`config.mk`:
```
export PLATFORM = sky130hd
export DESIGN_NAME = acionador_motores
export DESIGN_NICKNAME = d
export VERILOG_FILES = /design/src/rtl/acionador_pkg.sv /design/src/rtl/acionador_motores_contador_tempo.sv /design/src/rtl/acionador_motores.sv
export SDC_FILE = /design/constraint.sdc
export NUM_CORES = 1
export LEC_CHECK = 0
export CORE_MARGIN = 5
export CORE_UTILIZATION = 56
export CTS_CLUSTER_DIAMETER = 150
export DETAILED_ROUTE_END_ITERATION = 8
export MAX_ROUTING_LAYER = met4
export PLACE_DENSITY_LB_ADDON = 0.25
export SLEW_MARGIN = 20
export SYNTH_ARGS = -nofsm -noshare
export SYNTH_HDL_FRONTEND = slang
export SYNTH_SLANG_ARGS = --single-unit
```
`constraint.sdc`:
```
create_clock -name clockc2 -period 3 [get_ports clockc2]
set_input_delay 0.45 -clock clockc2 [delete_from_list [all_inputs] [get_ports clockc2]]
set_output_delay 0.45 -clock clockc2 [all_outputs]
set_load 0.01 [all_outputs]
```
`src/rtl/acionador_pkg.sv`:
```
// rtl/acionador_pkg.sv - shared states, motor codes and counter width for the motor driver
package acionador_pkg;

  localparam int LARGURA_CONT = 16;

  typedef enum logic [2:0] {
    OCIOSO,
    AVANCA,
    GIRA,
    CURVA,
    REMOVE,
    MORTO
  } estado_t;

  typedef enum logic [1:0] {
    PARADO = 2'b00,
    FRENTE = 2'b01,
    TRAS   = 2'b10
  } motor_t;

  // The left wheel drives forward in every motion; only the right wheel tells them apart.
  function automatic motor_t motor_esq(input estado_t e);
    return (e == AVANCA || e == GIRA || e == CURVA) ? FRENTE : PARADO;
  endfunction

  function automatic motor_t motor_dir(input estado_t e);
    case (e)
      AVANCA:  return FRENTE;
      GIRA:    return TRAS;
      default: return PARADO;
    endcase
  endfunction

endpackage

```
`src/rtl/acionador_motores_contador_tempo.sv`:
```
// rtl/acionador_motores_contador_tempo.sv - loadable down-counter timing each motion and dead time
module contador_tempo
  import acionador_pkg::*;
(
  input  logic                    clk,
  input  logic                    rst,
  input  logic                    carga,
  input  logic                    habilita,
  input  logic [LARGURA_CONT-1:0] valor,
  output logic                    zero
);

  logic [LARGURA_CONT-1:0] cont;

  always_ff @(posedge clk or posedge rst) begin
    if (rst) begin
      cont <= '0;
    end else if (carga) begin
      cont <= valor;
    end else if (habilita && cont != '0) begin
      cont <= cont - LARGURA_CONT'(1);
    end
  end

  assign zero = (cont == '0);

endmodule

```
`src/rtl/acionador_motores.sv`:
```
// rtl/acionador_motores.sv - timed motor/arm sequencer driven by forward, turn and remove commands
module acionador_motores
  import acionador_pkg::*;
#(
  parameter int T_AVANCO  = 8,
  parameter int T_GIRO    = 6,
  parameter int T_CURVA   = 6,
  parameter int T_REMOCAO = 10,
  parameter int T_MORTO   = 2
) (
  input  logic       clockc2,
  input  logic       reset,
  input  logic       avancar,
  input  logic       girar,
  input  logic       remover,
  output logic [1:0] mot_esq,
  output logic [1:0] mot_dir,
  output logic       braco,
  output logic       ocupado,
  output logic       concluido
);

  if (T_AVANCO < 1 || T_AVANCO > 65535 || T_GIRO < 1 || T_GIRO > 65535 ||
      T_CURVA < 1 || T_CURVA > 65535 || T_REMOCAO < 1 || T_REMOCAO > 65535 ||
      T_MORTO < 0 || T_MORTO > 65535) begin : g_parametro_invalido
    $error("acionador_motores: motion times must be 1..65535 and dead time 0..65535");
  end

  // Counter holds T-1 on entry so the zero flag marks the last cycle of the phase.
  localparam logic [LARGURA_CONT-1:0] V_AVANCO  = LARGURA_CONT'(T_AVANCO - 1);
  localparam logic [LARGURA_CONT-1:0] V_GIRO    = LARGURA_CONT'(T_GIRO - 1);
  localparam logic [LARGURA_CONT-1:0] V_CURVA   = LARGURA_CONT'(T_CURVA - 1);
  localparam logic [LARGURA_CONT-1:0] V_REMOCAO = LARGURA_CONT'(T_REMOCAO - 1);
  localparam logic [LARGURA_CONT-1:0] V_MORTO   = LARGURA_CONT'(T_MORTO - 1);

  estado_t                 estado;
  estado_t                 prox;
  logic                    carga;
  logic                    habilita;
  logic [LARGURA_CONT-1:0] valor;
  logic                    zero;

  contador_tempo u_contador (
    .clk      (clockc2),
    .rst      (reset),
    .carga    (carga),
    .habilita (habilita),
    .valor    (valor),
    .zero     (zero)
  );

  always_comb begin
    prox     = estado;
    carga    = 1'b0;
    habilita = 1'b0;
    valor    = '0;
    case (estado)
      OCIOSO: begin
        if (remover) begin
          prox = REMOVE; carga = 1'b1; valor = V_REMOCAO;
        end else if (avancar && girar) begin
          prox = CURVA; carga = 1'b1; valor = V_CURVA;
        end else if (girar) begin
          prox = GIRA; carga = 1'b1; valor = V_GIRO;
        end else if (avancar) begin
          prox = AVANCA; carga = 1'b1; valor = V_AVANCO;
        end
      end
      AVANCA, GIRA, CURVA, REMOVE: begin
        if (!zero) begin
          habilita = 1'b1;
        end else if (T_MORTO > 0) begin
          prox = MORTO; carga = 1'b1; valor = V_MORTO;
        end else begin
          prox = OCIOSO;
        end
      end
      MORTO: begin
        if (!zero) habilita = 1'b1;
        else       prox = OCIOSO;
      end
      default: prox = OCIOSO;
    endcase
  end

  // Outputs are decoded from the next state so they line up with the state register.
  always_ff @(posedge clockc2 or posedge reset) begin
    if (reset) begin
      estado    <= OCIOSO;
      mot_esq   <= PARADO;
      mot_dir   <= PARADO;
      braco     <= 1'b0;
      ocupado   <= 1'b0;
      concluido <= 1'b0;
    end else begin
      estado    <= prox;
      mot_esq   <= motor_esq(prox);
      mot_dir   <= motor_dir(prox);
      braco     <= (prox == REMOVE);
      ocupado   <= (prox != OCIOSO);
      concluido <= (prox == OCIOSO) && (estado != OCIOSO);
    end
  end

endmodule

```
=== Yosys cells after proc, flatten, opt, wreduce, memory -nomap -nowiden ===
Index checks and enable logic that the tools add are counted.

* Bits in registers: 25
* Bits in latches: 0
* Bits in writable memories: 0
* Bits in read-only memories: 0
* Bits of input ports: 5
* Word-level logic and storage cells: 56
* Memories: 0

* Add/subtract/negate cells: 1
* Multiply operators: 0
* Divide/modulo/power cells: 0
* Order comparisons: 0
* Equality and inequality tests: 9
* Shift operators: 0
* Multiplexer cells: 25
* Bitwise operators: 0
* Reductions and logical operators: 14

{| class="wikitable"
|+ Operators by type and width
! cell !! number
|-
| 16-bit 2-to-1 mux || 2
|-
| 3-bit 2-to-1 mux || 9
|-
| 16-bit logical NOT || 1
|-
| 16-bit nonzero test || 1
|-
| 16-bit by 1-bit subtractor with 16-bit output (second input constant) || 1
|-
| 3-bit by 2-bit == test with 1-bit output (second input constant) || 4
|-
| 3-bit == test (second input constant) || 3
|-
| 1-bit 2-to-1 mux || 9
|-
| 3-bit case mux with 3 select lines || 1
|-
| 4-bit case mux with 2 select lines || 1
|-
| 3-bit by 1-bit == test with 1-bit output (second input constant) || 2
|-
| 3-bit logical NOT || 2
|-
| 3-bit nonzero test || 2
|-
| 5-bit OR reduction || 1
|-
| 4-bit 2-to-1 mux || 1
|-
| 2-bit case mux with 2 select lines || 1
|-
| 4-bit OR reduction || 1
|-
| 1-bit logical AND || 3
|-
| 1-bit logical OR || 2
|-
| 1-bit case mux with 2 select lines || 1
|-
| 2-bit nonzero test || 1
|}

=== Longest topological paths before layout ===
Gate-level depths: netlist of the first run.

* Depth after elaboration: 9
* Depth in mapped cells: 8
* Mapped depth without buffers: 7

=== Hierarchy ===
Synthesis of the first run repeated with hierarchy kept, for this count alone.

* Cell total of the unflattened synthesis: 176
* Area total of the unflattened synthesis: 1520.2 sq um

{| class="wikitable"
|+ By module, submodules not included
! module !! times used !! cells each !! area each (sq um)
|-
| contador_tempo || 1 || 122 || 1034.7
|-
| acionador_motores || 1 || 54 || 485.5
|}

=== Least setup slack after synthesis of the first run ===
No wires, ideal clock.

* Path kind: reg2reg
* From: register u_contador.cont[0]
* To: register mot_dir[0]
* Library setup time: 80 ps
* Arrival time: 2377 ps
* Data required time: 2920 ps
* Slack: 543 ps
* Cell stages (with the launch flop): 8
* Buffers on the path: 0
* Period minus slack after synthesis: 2457 ps
* Cell sequence: dfrtp_1 inv_1 ha_1 or4b_1 nor4_4 xnor2_1 a222oi_1 nor3b_2

* Word-level cells in the longest chain between the ends: 5
* Elaborated cells on any way between the ends: 7

{| class="wikitable"
|+ RTL lines
! element !! line !! source
|-
| start, declared || acionador_motores_contador_tempo.sv:13 || <nowiki>logic [LARGURA_CONT-1:0] cont;</nowiki>
|-
| start signal, assigned || acionador_motores_contador_tempo.sv:19 || <nowiki>cont <= valor;</nowiki>
|-
| start signal, assigned || acionador_motores_contador_tempo.sv:21 || <nowiki>cont <= cont - LARGURA_CONT'(1);</nowiki>
|-
| 16-bit logical NOT * || acionador_motores_contador_tempo.sv:25 || <nowiki>assign zero = (cont == '0);</nowiki>
|-
| 3-bit 2-to-1 mux (on tied branches) || acionador_motores.sv:79, acionador_motores.sv:70 ||
|-
| 3-bit case mux with 3 select lines * || acionador_motores.sv:57 || <nowiki>case (estado)</nowiki>
|-
| named net prox[0] || acionador_motores.sv:37 || <nowiki>estado_t prox;</nowiki>
|-
| 3-bit by 2-bit == test with 1-bit output or 3-bit by 1-bit == test with 1-bit output (tied branches) || acionador_pkg.sv:27 || <nowiki>case (e)</nowiki>
|-
| 2-bit case mux with 2 select lines * || acionador_pkg.sv:27 ||
|-
| end signal, assigned || acionador_motores.sv:98 || <nowiki>mot_dir <= motor_dir(prox);</nowiki>
|-
| end, declared || acionador_motores.sv:17 || <nowiki>output logic [1:0] mot_dir,</nowiki>
|}

Mark *: on every way through the listed nets, which the timed path passes. The rest lies on a longest branch.
A chain may end at the register's enable or synchronous reset.

=== Worst setup path in the final report of the first run ===
* From: register u_contador.cont[0]
* To: register u_contador.cont[1]

* Word-level cells in the longest chain between the ends: 5
* Elaborated cells on any way between the ends: 11

{| class="wikitable"
|+ RTL lines
! element
|-
| branches (longest 5 deep; another with 16-bit by 1-bit subtractor with 16-bit output)
|}

Parallel ways; which one is timed is not known. The select of a mux whose other input is x is not followed.

==> out/qor.yml, run 1 <==
outcome: "complete, no violations"
min_period_ns: 2.62
grt_pass1_wl_um: 4470
stdcell_area_um2: 1480
setup_viol: 0
yosysSeqAreaShare_pct: 47.0
syn_to_final_growth_pct: 10.8
grt_pass1_vias: 1032
ys_async_sr_fraction_pct: 100
wl_per_cell_um: 13.9
cts_made_buffers: 3
vias: 1059
layout_setup_ws_ns: 0.380
worst_slew_pin_slew_ns: 0.898
synth_compound_area_share_pct: 10.5
hold_violations: 0
intPower_w: 0.000772
vias_per_cell: 5.98
rsz0062_at_grt: "no"
cts_tree: "yes"
min_path_type: "reg2reg"
cp-end-kind: "flip-flop"
ys_warn_count: 0
critPathArrivalTime_ns: 2.81
slew_violations: 0
pwr-share-comb_pct: 41.4
seq_area_um2: 626
grt_max_degree: 26
gp_congestion: 0.916
synth-adder-area-share_pct: 1.88
wl_met2_um: 1250
synth_xor_area_share_pct: 8.55
layout_common_cells: "dfrtp_1, nor2_1, nand3_1, clkdlybuf4s50_1, a21oi_1"
wl_met1_um: 1020
p_per_area_nw_per_um2: 858
die_x_um: 58.8
finalSetupTns_ns: 0
cts_buffer_depth: 2
dieArea_um2: 3450
n_fill_cell: 179
finalNonFillerCells: 177
p_switching_w: 0.000494
slew_headroom_pct: 40.0
yosys_register_bits: 25
numPortBuffers: 10
synth_area_um2: 1330
n_antenna_cell: 0
critPathLaunchType: "flip-flop"
drt-pass1-iter-count: 4
route.detailed.drc: 0
root_buffer: "clkbuf_4"
power_frac_clock_pct: 11.2
die_y_um: 58.8
ant_nets: 0
drtIter0Drc: 36
insertion_delay_ns: 0.30
finalCritPeriodShare_pct: 87.3
synth_nets: 148
multi_input_area_um2: 651
grt_remaining_overflow: 0
clkTransAtPathRegs_ns: 0.13
synth-simple-area-share_pct: 27.4
required_ns: 3.19
synth_ff_type: "dfrtp_1"
fmax_ghz: 0.382
synthMuxAreaShare_pct: 0
drive_above_1_share_pct: 6.71
antenna_found_initial: 0
grt_usage_pct: 17.1
cts.sink_count: 25
drt-total-wl_um: 2460
placement.cell_area_um2: 1440
drv_cap: 0
power.leakage_nw: 0.627
place_ws_ns: 0.251
vdd_drop_max_mv: 0.493
start_util_pct: 59.6
synth_edf_count: 0
htree_levels: 1
sequentialPowerShare_pct: 47.4
dp.cells: 172
cts_hold_buf: 0
syn_inst: 141
pin_count: 12
row_count: 17
layout_commonest_cell: "dfrtp_1"
dpl.hpwl_um: 1790
avgSynthCellArea_um2: 9.44
clock_skew_ns: 0.00523
wl_met3_um: 160
crit_fanout: 13
core_area_um2: 2230
top_layer_used: "met4"
p_sw_share_pct: 39.0
fin_nets: 157
critPathKind: "reg2reg"
synth_cell_type_count: 36
synth_top_family_by_area: "simple AND/OR/NAND/NOR gates"
==> critical path: stages, from the launching register on <==
cell     delay (ns)
dfrtp_1        0.42
inv_1          0.12
ha_1           0.15
or4b_1         0.50
nor4_4         0.55
o21ai_0        0.33
nand2_2        0.30
o21ai_0        0.14
==> through the flow <==
stage | util, % | hold WS (ns) | power (W)
after global placement | 64.4 | 0.532 | 0.00110
after detailed placement | 64.4 | 0.529 | 0.00111
final | 66.1 | 0.551 | 0.00127
after global routing | 66.1 | 0.599 | 0.00138
after CTS | 65.6 | 0.554 | 0.00126
after floorplan | - | 0.477 | 0.000985
==> registers in the layout, indices dropped and copies added, names as in the netlist <==
name	count
u_contador.cont	16
estado	3
mot_dir	2
braco	1
concluido	1
mot_esq	1
ocupado	1
==> metal layers <==
layer / track usage (%) / up-vias
met5: - / -
li1: - / 519
met1: 21.9 / 498
met2: 27.6 / 38
met4: 6.15 / 0
met3: 2.19 / 4
==> what timing repair did <==
item	4_1_cts	5_1_grt
setup buffers	0	1
resized for setup	0	1
setup endpoints to repair	0	2
==> area by class of cell <==
type | instances | share of cell area, %
repair buffers | 12 | 7.80
inverters | 6 | 1.53
flip-flops and latches | 25 | 42.4
clock buffers | 4 | 1.78
well taps | 28 | 2.37
multi-input cells | 102 | 44.1
==> synth_stat cells (all sizes together), types with 2 or more instances <==
| cell type | number | area [µm²] |
|---|---|---|
| a21oi | 9 | 45.0 |
| buf | 2 | 12.5 |
| clkbuf | 6 | 22.5 |
| dfrtp | 25 | 626 |
| ha | 2 | 25.0 |
| inv | 6 | 22.5 |
| nand2 | 6 | 22.5 |
| nand3 | 11 | 55.1 |
| nand4 | 4 | 25.0 |
| nor2 | 16 | 60.1 |
| nor3 | 7 | 35.0 |
| nor3b | 3 | 27.5 |
| nor4 | 3 | 33.8 |
| nor4b | 2 | 17.5 |
| o21ai | 5 | 25.0 |
| o21bai | 2 | 15.0 |
| or3 | 4 | 25.0 |
| or4 | 3 | 26.3 |
| xnor2 | 6 | 52.6 |
| xor2 | 7 | 61.3 |
==> logic make-up after synthesis <==
logic type / count (synthesis)
xor gates and xnor gates: 13
DFF: 25
other: 1
AOI/OAI and AO/OA: 22
adders and majority gates: 2
buffers and inverters: 14
and+or+nand+nor: 64
==> power groups by stage <==
stage                     registers, W  clock network, W  logic (W)
after global placement        0.000597                 0   0.000502
after CTS                     0.000596          0.000149   0.000516
after floorplan               0.000561                 0   0.000423
final                         0.000600          0.000142   0.000524
after detailed placement      0.000604                 0   0.000508
after global routing          0.000617          0.000166   0.000594
==> worst paths after layout <==
| check | startpoint | to | slack (ns) | depth (start not counted) |
|---|---|---|---|---|
| max | u_contador.cont[0]$_DFFE_PP0P_ | u_contador.cont[1]$_DFFE_PP0P_ | 0.38 | 7 |
| min | u_contador.cont[10]$_DFFE_PP0P_ | u_contador.cont[10]$_DFFE_PP0P_ | 0.55 | 2 |
| max reg2reg | u_contador.cont[0]$_DFFE_PP0P_ | u_contador.cont[1]$_DFFE_PP0P_ | 0.38 | 7 |
| min reg2reg | u_contador.cont[10]$_DFFE_PP0P_ | u_contador.cont[10]$_DFFE_PP0P_ | 0.55 | 2 |
| max in group asynchronous | reset | estado[0]$_DFF_PP0_ | 1.83 | 2 |
| min in group asynchronous | reset | u_contador.cont[13]$_DFFE_PP0P_ | 0.63 | 2 |
(Power assumes the default switching activity.)
==> inputs of run 2 (changes only) <==
--- a/config.mk
+++ b/config.mk
@@ -5,9 +5,10 @@
 export SDC_FILE = /design/constraint.sdc
 export NUM_CORES = 1
 export LEC_CHECK = 0
+export CAP_MARGIN = 5
 export CORE_MARGIN = 5
 export CORE_UTILIZATION = 56
-export CTS_CLUSTER_DIAMETER = 150
+export CTS_CLUSTER_DIAMETER = 100
 export DETAILED_ROUTE_END_ITERATION = 8
 export MAX_ROUTING_LAYER = met4
 export PLACE_DENSITY_LB_ADDON = 0.25
==> results of run 2 <==
No change in the layout: final DEF, timing and power equal those of run 1.
==> edit (flow settings as in run 2) <==
Reset style: synchronous (`reset` and `rst`), changed in 2 clocked blocks.
--- a/src/rtl/acionador_motores_contador_tempo.sv
+++ b/src/rtl/acionador_motores_contador_tempo.sv
@@ -14,3 +14,3 @@
 
-  always_ff @(posedge clk or posedge rst) begin
+  always_ff @(posedge clk) begin
     if (rst) begin
--- a/src/rtl/acionador_motores.sv
+++ b/src/rtl/acionador_motores.sv
@@ -86,3 +86,3 @@
   // Outputs are decoded from the next state so they line up with the state register.
-  always_ff @(posedge clockc2 or posedge reset) begin
+  always_ff @(posedge clockc2) begin
     if (reset) begin
Check against the original RTL: differs if reset is asserted again (counterexample within 4 cycles, from zero or initial values and one cycle with reset high); with reset held inactive, the same outputs for 10 cycles.
==> edit against run 2 <==
- sequential cell count is the same
- synthesized area is 12% higher
- core utilization shrank 3.8 points
- fmax increased by 13%
- routed wire length is 23% higher
- critical path depth fell by 1
- cell area increased by 5.4%
- final cell count grew 13%
- worst setup slack improved by 0.29 ns
Power is not compared: it rests on default switching activity, and its combinational part moved more than twofold at a synthesized area within 25%.
==> edit: results (changes against run 2) <==
- Crit-path max cell delay: 0.59 ns (+0.04 ns)
- Number of global-route vias before repair: 1166 (+13%)
- Yosys cell types: 59 (+64%)
- CP Capture Point: u_contador.cont[1]$_SDFFE_PP0P_
- Clk_skew: 0.0186 ns (+0.0133 ns)
- First-pass GRT wire length: 5180 um (+16%)
- Max-slew headroom: 58.4% (+18 points)
- Synth top area cells: dfxtp_1 34%, nor2_1 5.3%, a21oi_1 4.0%
- Clk_lat worst skew: 0.32 ns (+0.02 ns)
- Nets: 178 (+13%)
- Xor/xnor share of the synthesized area: 5.30% (-3.3 points)
- Reg2reg setup slack: 0.67 ns (+0.29 ns)
- Worst min-delay path startpoint: u_contador.cont[15]$_SDFFE_PP0P_
- Layout cell share with drive strength beyond 1: 14.7% (+8.0 points)
- GPL Wtd Cong: 0.897 (-2.0%)
- Synth async-reset ratio: 0% (-100 points)
- Slowest-stage cell, CP: o21ai_2
- 1st-iter DRT viols: 41 (+14%)
- Vias/cell: 6.12 (+2.3%)
- Outcome: finished clean
- Largest net degree at the start of global routing: 15 (-42%)
- Synth cell count leaders: 25 x dfxtp_1, 21 x nor2_1, 12 x a21oi_1
- CTS clk-pin slew, worst paths: 0.15 ns (+0.02 ns)
- Drt wl/cell: 15.1 um (+8.8%)
- Placed cells: 196 (+14%)
- Total Routed Length: 3030 um (+23%)
- Worst R2R Start: u_contador.cont[0]$_SDFFE_PP0P_
## edit: final cells by class
cell class	instances	area, sq um
sequential	25	500
inverter	3	11.3
timing repair buffer	10	100
multi-input combinational	128	880
tap	30	37.5
clock buffer	4	26.3
fill	222	945
## edit: power groups by stage
stage	logic, W	clock network, W	registers, W
floorplan	0.00121	0	0.000578
global route	0.00143	0.000175	0.000628
global placement	0.00126	0	0.000607
finish	0.00130	0.000153	0.000612
CTS	0.00129	0.000152	0.000606
detailed placement	0.00128	0	0.000615
## edit: cell families after synthesis
| family | Yosys count |
|---|---|
| other cells | 1 |
| fa+ha+maj | 2 |
| buf+inv | 12 |
| simple gates | 81 |
| xor+xnor | 9 |
| flops | 25 |
| compound gates | 35 |
## edit: per-layer routing
layer	up-vias	GRT usage, %	part of all wire [%]
li1	609	-	-
met1	580	24.6	49
met2	31	28.3	46
met3	4	3.35	4.3
met4	0	5.45	0.76
met5	-	-	0
